===== config.mk =====
export PLATFORM = sky130hd
export DESIGN_NAME = arm_instr_encoder
export DESIGN_NICKNAME = d
export VERILOG_FILES = /design/src/rtl/arm_instr_encoder.sv
export SDC_FILE = /design/constraint.sdc
export NUM_CORES = 1
export LEC_CHECK = 0
export ABC_AREA = 0
export CAP_MARGIN = 40
export CORE_UTILIZATION = 50
export CTS_CLUSTER_SIZE = 10
export DETAILED_ROUTE_END_ITERATION = 6
export PLACE_DENSITY = 0.88
export SYNTH_ARGS = -nofsm -noshare
export SYNTH_HDL_FRONTEND = slang
export SYNTH_SLANG_ARGS = --single-unit

===== constraint.sdc =====
create_clock -name clk -period 3.4 [get_ports clk]
set_input_delay 0.51 -clock clk [delete_from_list [all_inputs] [get_ports clk]]
set_output_delay 0.51 -clock clk [all_outputs]
set_load 0.005 [all_outputs]

===== src/rtl/arm_instr_encoder.sv =====
// Packs field-level ARM instruction descriptors into 32-bit words and streams
// them through a small FIFO into instruction memory at incrementing addresses.
module arm_instr_encoder #(
  parameter int unsigned     DEPTH     = 4,
  parameter int unsigned     AW        = 32,
  parameter logic [AW-1:0]   BASE_ADDR = '0
) (
  input  logic          clk,
  input  logic          reset,
  input  logic          clear,
  input  logic          in_valid,
  output logic          in_ready,
  input  logic [1:0]    in_op,
  input  logic [3:0]    in_cond,
  input  logic [5:0]    in_funct,
  input  logic [3:0]    in_rn,
  input  logic [3:0]    in_rd,
  input  logic [11:0]   in_src2,
  input  logic [23:0]   in_imm24,
  input  logic          in_last,
  output logic          wr_valid,
  input  logic          wr_ready,
  output logic [AW-1:0] wr_addr,
  output logic [31:0]   wr_data,
  output logic [15:0]   words_written,
  output logic          err_sticky,
  output logic          done
);

  localparam int unsigned PW = (DEPTH > 1) ? $clog2(DEPTH) : 1;
  localparam int unsigned CW = PW + 1;
  localparam int unsigned EW = 33;

  typedef enum logic [1:0] {
    LOAD  = 2'd0,
    DRAIN = 2'd1,
    DONE  = 2'd2
  } state_t;

  state_t        state, state_nx;
  logic [EW-1:0] mem [DEPTH];
  logic [PW-1:0] wr_ptr, rd_ptr;
  logic [CW-1:0] count;
  logic [EW-1:0] head;
  logic [31:0]   word_c;
  logic          full, empty, legal, accept, push, pop, restart;

  assign restart  = !reset || clear;
  assign full     = (count == CW'(DEPTH));
  assign empty    = (count == '0);
  assign legal    = (in_op != 2'b11);
  assign in_ready = (state == LOAD) && !full;
  assign accept   = in_valid && in_ready;
  assign push     = accept && legal;
  assign head     = mem[rd_ptr];
  assign wr_valid = !empty && (state != DONE);
  assign wr_data  = head[31:0];
  assign pop      = wr_valid && wr_ready;
  assign done     = (state == DONE);

  // Field packing mirrors the decoder's Op/Funct/Rn/Rd/Src2 split; branches carry imm24.
  always_comb begin
    word_c = '0;
    case (in_op)
      2'b10:   word_c = {in_cond, 2'b10, 1'b1, in_funct[4], in_imm24};
      default: word_c = {in_cond, in_op, in_funct, in_rn, in_rd, in_src2};
    endcase
  end

  // Entry storage: {last, word}; validity is tracked by the pointers alone.
  always_ff @(posedge clk) begin
    if (push) mem[wr_ptr] <= {in_last, word_c};
  end

  always_ff @(posedge clk) begin
    if (restart) begin
      wr_ptr <= '0;
      rd_ptr <= '0;
      count  <= '0;
    end else begin
      if (push) wr_ptr <= wr_ptr + PW'(1);
      if (pop)  rd_ptr <= rd_ptr + PW'(1);
      case ({push, pop})
        2'b10:   count <= count + CW'(1);
        2'b01:   count <= count - CW'(1);
        default: count <= count;
      endcase
    end
  end

  always_ff @(posedge clk) begin
    if (restart) begin
      wr_addr       <= BASE_ADDR;
      words_written <= '0;
      err_sticky    <= 1'b0;
    end else begin
      if (pop) begin
        wr_addr <= wr_addr + AW'(4);
        if (words_written != 16'hFFFF) words_written <= words_written + 16'd1;
      end
      if (accept && !legal) err_sticky <= 1'b1;
    end
  end

  always_ff @(posedge clk) begin
    if (restart) state <= LOAD;
    else         state <= state_nx;
  end

  // Program end is marked by the last flag travelling with its word through the FIFO.
  always_comb begin
    state_nx = state;
    case (state)
      LOAD:    if (push && in_last) state_nx = DRAIN;
      DRAIN:   if (pop && head[EW-1]) state_nx = DONE;
      DONE:    state_nx = DONE;
      default: state_nx = LOAD;
    endcase
  end

endmodule


==> results.json, run 1 <==
{
  "status": "finished, final reports clean",
  "synth_area_um2": 8080,
  "drv_cap": 0,
  "pwr-share-comb_pct": 7.4,
  "via_per_inst": 5.80,
  "initial_utilization_pct": 51.0,
  "design.core.area_um2": 15800,
  "drt_first_iter_violations": 356,
  "dp.cells": 898,
  "hold_class": "flip-flop to flip-flop",
  "regArea_um2": 5130,
  "setup_viol": 0,
  "worst_pin_slew_ns": 0.616,
  "cts_max_path_buffers": 2,
  "swShare_pct": 21.7,
  "ys_warn_count": 0,
  "die_height_um": 129,
  "required_ns": 3.75,
  "rsz0062_at_grt": "no",
  "gp_congestion": 0.797,
  "area.growth.synth_to_final_pct": 27.3,
  "min_period_over_period_pct": 80.0,
  "p_leak_nw": 3.31,
  "io_pins": 146,
  "n_antenna_cell": 0,
  "slew_headroom_pct": 58.8,
  "synth_top_area_share_pct": 49.1,
  "grt_pass1_wl_mm": 27.9,
  "cts-root-buf": "clkbuf_16",
  "synth_flop_cell": "edfxtp_1",
  "peakVddDrop_mv": 0.344,
  "avgSynthCellArea_um2": 14.4,
  "post_cts_resized": 0,
  "seqPwrFrac_pct": 53.1,
  "timing.fmax_mhz": 368,
  "cts_setup_buffers": 0,
  "p_per_area_nw_per_um2": 466,
  "cts_tree": "built",
  "cp.arrival_ns": 3.07,
  "crit_path_end_kind": "flip-flop",
  "setup_total_negative_slack_ns": 0,
  "slowest_delay_ns": 0.49,
  "multiInputGateArea_um2": 2760,
  "post_drt_wl_per_cell_um": 19.1,
  "ys_seq_area_share_pct": 63.5,
  "die_w_um": 129,
  "grt_overflow_total": 0,
  "drive_gt1_share_pct": 15.4,
  "p_int_w": 0.00375,
  "ys_types": 53,
  "async_flop_share_pct": 0,
  "vias": 5398,
  "dr.pass1.iters": 5,
  "yosys.area.top_type": "edfxtp_1",
  "antenna_found_initial": 0,
  "crit_type": "flip-flop to flip-flop",
  "placed_cell_area_um2": 9720,
  "syn_inst": 562,
  "post-place-ws_ns": 0.478,
  "fin_nets": 774,
  "die_area_um2": 16700,
  "ctsHoldBuffers": 0,
  "crit_chain": "or3b_2, and2_1, and3_1, inv_2, ha_1, inv_1, fa_1, xor2_1, or3_1, a21oi_1",
  "rows": 46,
  "clockPowerShare_pct": 39.5,
  "synth-seq-cells": 190,
  "stdcell_area_um2": 10300,
  "track_usage_pct": 22.3,
  "switchingPower_w": 0.00104,
  "synth-edff-count": 132,
  "worst_slack_ns": 0.681,
  "skew_ns": 0.0114,
  "grt_pass1_vias": 5520,
  "port_buffers": 143,
  "cts-htree-levels": 4,
  "clock_latency_ns": 0.43,
  "critPathMaxFanout": 5,
  "ant_nets": 0,
  "grt_max_degree": 35,
  "stdcell_count": 930,
  "slowest_stage": "or3b_2",
  "wirelength_mm": 17.8,
  "finalHoldViolations": 0,
  "route.detailed.drc": 0,
  "final.fill_count": 1111,
  "worst_setup_path_start_kind": "flip-flop",
  "netlist_top_cells_area": "edfxtp_1, dfxtp_1, mux4_2",
  "numCtsBuffers": 17,
  "cts.clk_slew.worst_paths_ns": 0.07,
  "slew_violations": 0,
  "cts.sinks": 190,
  "period_needed_ns": 2.72,
  "dp_hpwl_mm": 11.7
}
==> final timing paths <==
path	startpoint	endpoint	slack (ns)	cells after the start
setup / recovery	count[2]	count[2]	0.68	10
hold reg to reg	err_sticky	err_sticky	0.50	2
hold / removal	err_sticky	err_sticky	0.50	2
setup reg to reg	count[2]	count[2]	0.68	10
==> power by group through the flow <==
stage,Sequential [W],Clock (W),Combinational [W]
floorplan,0.00259,0,0.000161
global placement,0.00259,0,0.000335
detailed placement,0.00260,0,0.000353
CTS,0.00254,0.00192,0.000356
global route,0.00255,0.00200,0.000380
finish,0.00254,0.00189,0.000354
==> cells by family (layout without fill, tap and decap cells) <==
kind of cell | after synthesis | count (layout) | synth area share, %
flip-flops | 190 | 190 | 63.5
AO/OA/AOI/OAI | 70 | 70 | 5.73
buffers and inverters | 47 | 198 | 2.45
multiplexers | 68 | 68 | 13.8
XOR/XNOR | 13 | 13 | 1.41
AND/OR/NAND/NOR | 162 | 162 | 11.3
adder cells (fa/ha/maj) | 11 | 11 | 1.80
other | 1 | 2 | 0.0464
==> registers in the layout (all words and copies together) (netlist names), named ones only <==
register / flops
mem: 132
wr_addr: 30
words_written: 16
count: 3
rd_ptr: 2
state: 2
wr_ptr: 2
err_sticky: 1
==> stage by stage <==
step / utilization, % / power, W / hold WS [ns]
final: 65.0 / 0.00479 / 0.503
after global placement: 61.4 / 0.00293 / 0.459
after detailed placement: 61.4 / 0.00295 / 0.495
after global routing: 65.0 / 0.00493 / 0.535
after CTS: 65.0 / 0.00482 / 0.510
after floorplan: - / 0.00275 / 0.451
==> metal layers <==
metal | wire (um) | GRT usage (%) | part of all wire (%) | vias up
li1 | - | - | - | 2466
met1 | 7190 | 25.4 | 40 | 2724
met2 | 9360 | 40.9 | 53 | 188
met3 | 1000 | 5.53 | 5.7 | 20
met4 | 206 | 7.34 | 1.2 | 0
met5 | 0 | 0 | 0 | -
==> cell usage after synthesis (all sizes together), types with 2 or more instances <==
cell type  count
or3            5
nor2          25
xor2           7
nand3         21
mux4          32
nand2b        10
buf           10
a31oi          6
nor2b          3
ha            10
mux2i         10
nand4          9
or4           18
and4          10
o21ai          6
clkbuf        24
inv           13
o31ai         18
o211a          2
edfxtp       132
mux2          26
a41o           4
a21oi         26
xnor2          6
nand2         32
dfxtp         58
and2           7
and3           8
nor3           3
nor4           7
==> worst max-delay path, delay by kind of cell (launching register included) <==
family	cells	cell delay (ns)
simple gates	4	1.23
xor+xnor	1	0.17
buf+inv	2	0.16
compound gates	1	0.15
fa+ha+maj	2	0.56
flops	1	0.39
==> cell type report <==
class / instances / share of cell area [%]
flip-flops and latches: 190 / 49.8
multi-input cells: 326 / 26.8
repair buffers: 153 / 14.8
clock buffers: 17 / 4.14
well taps: 216 / 2.63
clock inverters: 15 / 1.30
inverters: 13 / 0.475
==> cells in the final DEF (no fill, tap or decap), types with 12 or more instances in the layout <==
| cell type | count |
|---|---|
| clkdlybuf4s50_1 | 143 |
| edfxtp_1 | 132 |
| dfxtp_1 | 57 |
| nand2_1 | 32 |
| mux4_2 | 32 |
| mux2_2 | 26 |
| a21oi_1 | 26 |
| nor2_1 | 25 |
| nand3_1 | 21 |
| o31ai_1 | 17 |
| or4_1 | 17 |
| clkbuf_16 | 17 |
| inv_1 | 12 |
(Power assumes the default switching activity.)
==> run 2, diff against run 1 <==
==> constraint.sdc (replaced) <==
create_clock -name clk -period 2.6 [get_ports clk]
set_input_delay 0.39 -clock clk [delete_from_list [all_inputs] [get_ports clk]]
set_output_delay 0.39 -clock clk [all_outputs]
set_load 0.005 [all_outputs]
==> run 2 against run 1 <==
Net effect: power increased by 33%; first-iteration DRC count increased by 2.8%; highest routed layer unchanged; die area unchanged; critical path depth decreased by 7; via count increased by 0.19%; largest cell class unchanged; hold slack got worse by 0.0099 ns; global-route usage decreased by 0.57 points; clock skew decreased by 0.0012 ns; critical path type is now flip-flop to output pin.
==> results.json, run 2 (synthesized netlist as in run 1, its figures left out) <==
{
  "antenna_found_initial": 0,
  "timing.fmax_mhz": 401,
  "grt_pass1_vias": 5201,
  "peakVddDrop_mv": 0.461,
  "port_buffers": 143,
  "ant_nets": 0,
  "drive_gt1_share_pct": 17.1,
  "largest_reg_flops": 132,
  "cts-htree-levels": 4,
  "status": "finished, final reports clean",
  "crit_type": "flip-flop to output pin",
  "grt_overflow_total": 0,
  "rows": 46,
  "slowest_stage": "mux4_2",
  "cts_max_path_buffers": 2,
  "cts.clk_slew.worst_paths_ns": 0.07,
  "design.core.area_um2": 15800,
  "n_antenna_cell": 0,
  "hold_class": "flip-flop to flip-flop",
  "initial_utilization_pct": 51.0,
  "gp_congestion": 0.807,
  "required_ns": 2.21,
  "slowest_delay_ns": 0.55,
  "via_per_inst": 5.73,
  "slew_violations": 0,
  "wirelength_mm": 17.6,
  "slew_headroom_pct": 56.3,
  "grt_max_degree": 35,
  "ctsHoldBuffers": 0,
  "hold_path_depth": 2,
  "post-place-ws_ns": 0.0357,
  "rsz0062_at_grt": "no",
  "numCtsBuffers": 17,
  "cp.arrival_ns": 2.10,
  "setup_viol": 0,
  "cts-root-buf": "clkbuf_16",
  "finalHoldViolations": 0,
  "dr.pass1.iters": 5,
  "die_height_um": 129,
  "post_drt_wl_per_cell_um": 18.7,
  "cts.sinks": 190,
  "worst_slack_ns": 0.106,
  "reg2regPathDepth": 10,
  "dp_hpwl_mm": 12.0,
  "period_needed_ns": 2.49,
  "fin_nets": 787,
  "crit_path_end_kind": "output pin",
  "grt_pass1_wl_mm": 26.8,
  "die_w_um": 129,
  "critPathMaxFanout": 34,
  "worst_setup_path_start_kind": "flip-flop",
  "die_area_um2": 16700,
  "layout_commonest_cell": "clkdlybuf4s50_1",
  "drv_cap": 0,
  "regMostFlops": "mem",
  "io_pins": 146,
  "vias": 5408,
  "area.growth.synth_to_final_pct": 29.7,
  "drt_first_iter_violations": 366,
  "crit_chain": "buf_12, mux4_2, clkdlybuf4s50_1",
  "cts_tree": "built",
  "skew_ns": 0.0102,
  "track_usage_pct": 21.7,
  "most-common-layout-cells": "clkdlybuf4s50_1, edfxtp_1, dfxtp_1",
  "worst_pin_slew_ns": 0.656,
  "clock_latency_ns": 0.43,
  "route.detailed.drc": 0,
  "p_per_area_nw_per_um2": 608,
  "min_period_over_period_pct": 95.9,
  "reg_top3": "mem x132, wr_addr x30, words_written x16",
  "setup_total_negative_slack_ns": 0,
  "p_leak_nw": 3.39,
  "fin_util_pct": 66.2
}
-- run 2: timing repair --
item | 4_1_cts | 5_1_grt
buffers inserted | 0 | 1
gates resized for setup | 0 | 3
endpoints found under the setup margin | 0 | 1
-- run 2: area by class of cell --
| type | instances | area [um^2] |
|---|---|---|
| Clock inverter | 14 | 156 |
| Sequential cell | 190 | 5130 |
| Tap cell | 216 | 270 |
| Inverter | 13 | 48.8 |
| Multi-Input combinational cell | 326 | 2770 |
| Clock buffer | 18 | 429 |
| Timing Repair Buffer | 166 | 1680 |
| Fill cell | 1063 | 5350 |
-- run 2: critical path, delay by kind of cell, from the launching register on --
kind / cells / cell delay [ns]
buffers and inverters: 2 / 0.78
muxes: 1 / 0.55
DFF: 1 / 0.34
-- run 2: path summary, 6_finish.rpt --
kind                            startpoint     endpoint  slack (ns)
worst max-delay path             flip-flop  wr_data[27]        0.11
worst min-delay path              state[1]     state[1]        0.49
worst max register to register    count[2]     count[2]        0.15
worst min register to register    state[1]     state[1]        0.49
-- run 2: metrics by stage --
step           cell area (um^2)  hold WS, ns  cells  power [W]
4_1_cts                   10500        0.495    942    0.00642
5_1_grt                   10500        0.519    943    0.00657
2_1_floorplan              8080        0.451    563    0.00360
3_5_place_dp               9880        0.480    910    0.00387
3_3_place_gp               9880        0.463    910    0.00384
6_report                  10500        0.493    943    0.00637
-- run 2: power breakdown --
group	total [W]	internal [W]	leakage (nW)	switching [W]
sequential	0.00333	0.00331	1.67	0.0000182
combinational	0.000484	0.000279	1.45	0.000205
clock	0.00256	0.00143	0.275	0.00113
total	0.00637	0.00502	3.39	0.00135
-- run 2: layer usage --
layer  GRT usage (%)  up-vias  wire (um)
met5               0        -          0
met4            9.00        0        305
met3            4.75       29        976
met2            39.4      199       9300
met1            24.8     2684       7030
li1                -     2496          -
==> run 3, diff against run 2 <==
--- a/config.mk
+++ b/config.mk
@@ -10,7 +10,7 @@
 export CORE_UTILIZATION = 50
 export CTS_CLUSTER_SIZE = 10
 export DETAILED_ROUTE_END_ITERATION = 6
-export PLACE_DENSITY = 0.88
+export PLACE_DENSITY = 0.77
 export SYNTH_ARGS = -nofsm -noshare
 export SYNTH_HDL_FRONTEND = slang
 export SYNTH_SLANG_ARGS = --single-unit
==> run 3 against run 2 <==
Net effect: register-to-register slack is essentially flat; sequential share of layout area about the same; combinational power is 0.8% higher; clock power down 5%; cell area is essentially flat; sequential power is essentially flat; worst setup slack improved by 0.024 ns; final cell count increased by 0.42%; core utilization hardly changed; global-route usage down 0.77 points; critical path type unchanged; critical endpoint is now wr_data[4]; highest routed layer unchanged.
==> results.json, run 3 (synthesized netlist as in run 1, its figures left out) <==
{
  "multiInputGateArea_um2": 2790,
  "design.core.area_um2": 15800,
  "reg2regPathDepth": 10,
  "grt_overflow_total": 0,
  "area.growth.synth_to_final_pct": 29.8,
  "gr-max-usage-layer": "met2",
  "cts-root-buf": "clkbuf_16",
  "cts-htree-levels": 4,
  "cts_tree": "built",
  "clock_latency_ns": 0.42,
  "n_antenna_cell": 0,
  "crit_path_end_kind": "output pin",
  "dr.pass1.iters": 5,
  "final.fill_count": 1110,
  "antenna_found_initial": 0,
  "post-place-ws_ns": -0.00694,
  "wirelength_mm": 16.7,
  "io_pins": 146,
  "cts.clk_slew.worst_paths_ns": 0.06,
  "worst_slack_ns": 0.130,
  "fin_nets": 791,
  "min_period_over_period_pct": 95.0,
  "slew_violations": 0,
  "reg2reg_from": "count[0]",
  "hold_path_depth": 2,
  "vias": 5329,
  "timing.fmax_mhz": 405,
  "dp.cells": 912,
  "layout_commonest_cell": "clkdlybuf4s50_1",
  "r2r-end": "count[2]",
  "regMostFlops": "mem",
  "worst_pin_slew_ns": 0.631,
  "rows": 46,
  "grt_max_degree": 35,
  "most-common-layout-cells": "clkdlybuf4s50_1, edfxtp_1, dfxtp_1",
  "r2r_slack_ns": 0.16,
  "grt_pass1_vias": 5335,
  "stdcell_count": 947,
  "track_usage_pct": 20.9,
  "post_drt_wl_per_cell_um": 17.7,
  "p_leak_nw": 3.42,
  "required_ns": 2.21,
  "die_w_um": 129,
  "hold_class": "flip-flop to flip-flop",
  "port_buffers": 143,
  "regArea_um2": 5130,
  "setup_viol": 0,
  "cts_max_path_buffers": 2,
  "gr-usage-met2_pct": 37.0,
  "die_height_um": 129,
  "grt_use_met3_pct": 4.34,
  "drt_first_iter_violations": 334,
  "ctsHoldBuffers": 0,
  "period_needed_ns": 2.47,
  "dp_hpwl_mm": 11.2,
  "status": "finished, final reports clean",
  "whs_ns": 0.486,
  "drive_gt1_share_pct": 18.2,
  "placed_cell_area_um2": 9890,
  "reg_top3": "mem x132, wr_addr x30, words_written x16",
  "cp.arrival_ns": 2.08,
  "p_per_area_nw_per_um2": 595,
  "route.detailed.drc": 0,
  "peakVddDrop_mv": 0.443,
  "ant_nets": 0,
  "finalHoldViolations": 0,
  "die_area_um2": 16700,
  "cts.sinks": 190,
  "initial_utilization_pct": 51.0,
  "crit_type": "flip-flop to output pin",
  "via_per_inst": 5.63,
  "worst_setup_path_start_kind": "flip-flop",
  "numCtsBuffers": 17,
  "use_met1_pct": 25.4,
  "critPathMaxFanout": 34,
  "drv_cap": 0,
  "gp_congestion": 0.796,
  "stdcell_area_um2": 10500,
  "skew_ns": 0.00971,
  "rsz0062_at_grt": "no",
  "largest_reg_flops": 132,
  "endpoint": "wr_data[4]",
  "grt_pass1_wl_mm": 26.5,
  "slew_headroom_pct": 57.9
}
## run 3: layout make-up
type	instances	area share, %
clock buffer	19	4.13
clock inverter	13	1.11
inverter	13	0.466
multi-input combinational	326	26.6
sequential	190	48.9
tap	216	2.58
timing repair buffer	170	16.2
## run 3: stage by stage
step / utilization [%] / power (W) / setup TNS, ns
3_3_place_gp: 62.5 / 0.00385 / 0
6_report: 66.2 / 0.00623 / 0
5_1_grt: 66.2 / 0.00644 / 0
4_1_cts: 65.9 / 0.00627 / 0
3_5_place_dp: 62.5 / 0.00387 / -0.00694
2_1_floorplan: - / 0.00360 / 0
## run 3: worst min-delay path by stage
stage	startpoint	endpoint	slack (ns)
after floorplan	state[1]	state[1]	0.45
after global placement	state[1]	state[1]	0.46
after detailed placement	state[1]	state[1]	0.48
after CTS	state[1]	state[1]	0.49
after global routing	state[1]	state[1]	0.52
final	state[1]	state[1]	0.49
## run 3: metal layers
layer / vias to the layer above / routed length (um)
met4: 0 / 230
met1: 2612 / 6750
met2: 192 / 8690
met3: 21 / 1050
met5: - / 0
li1: 2504 / -
## run 3: what timing repair did
action,CTS,global route
setup buffers,0,3
gates resized for setup,0,6
endpoints found under the setup margin,0,1
## run 3: worst max-delay path: stages, from the launching register on
cell and delay (ns):
dfxtp_2 0.34, buf_12 0.26, mux4_2 0.56, clkdlybuf4s50_1 0.50
## run 3: where the power goes
group	leakage, nW	switching (W)	internal (W)
sequential	1.67	0.0000160	0.00331
combinational	1.47	0.000201	0.000286
clock	0.271	0.00110	0.00133
total	3.42	0.00131	0.00492
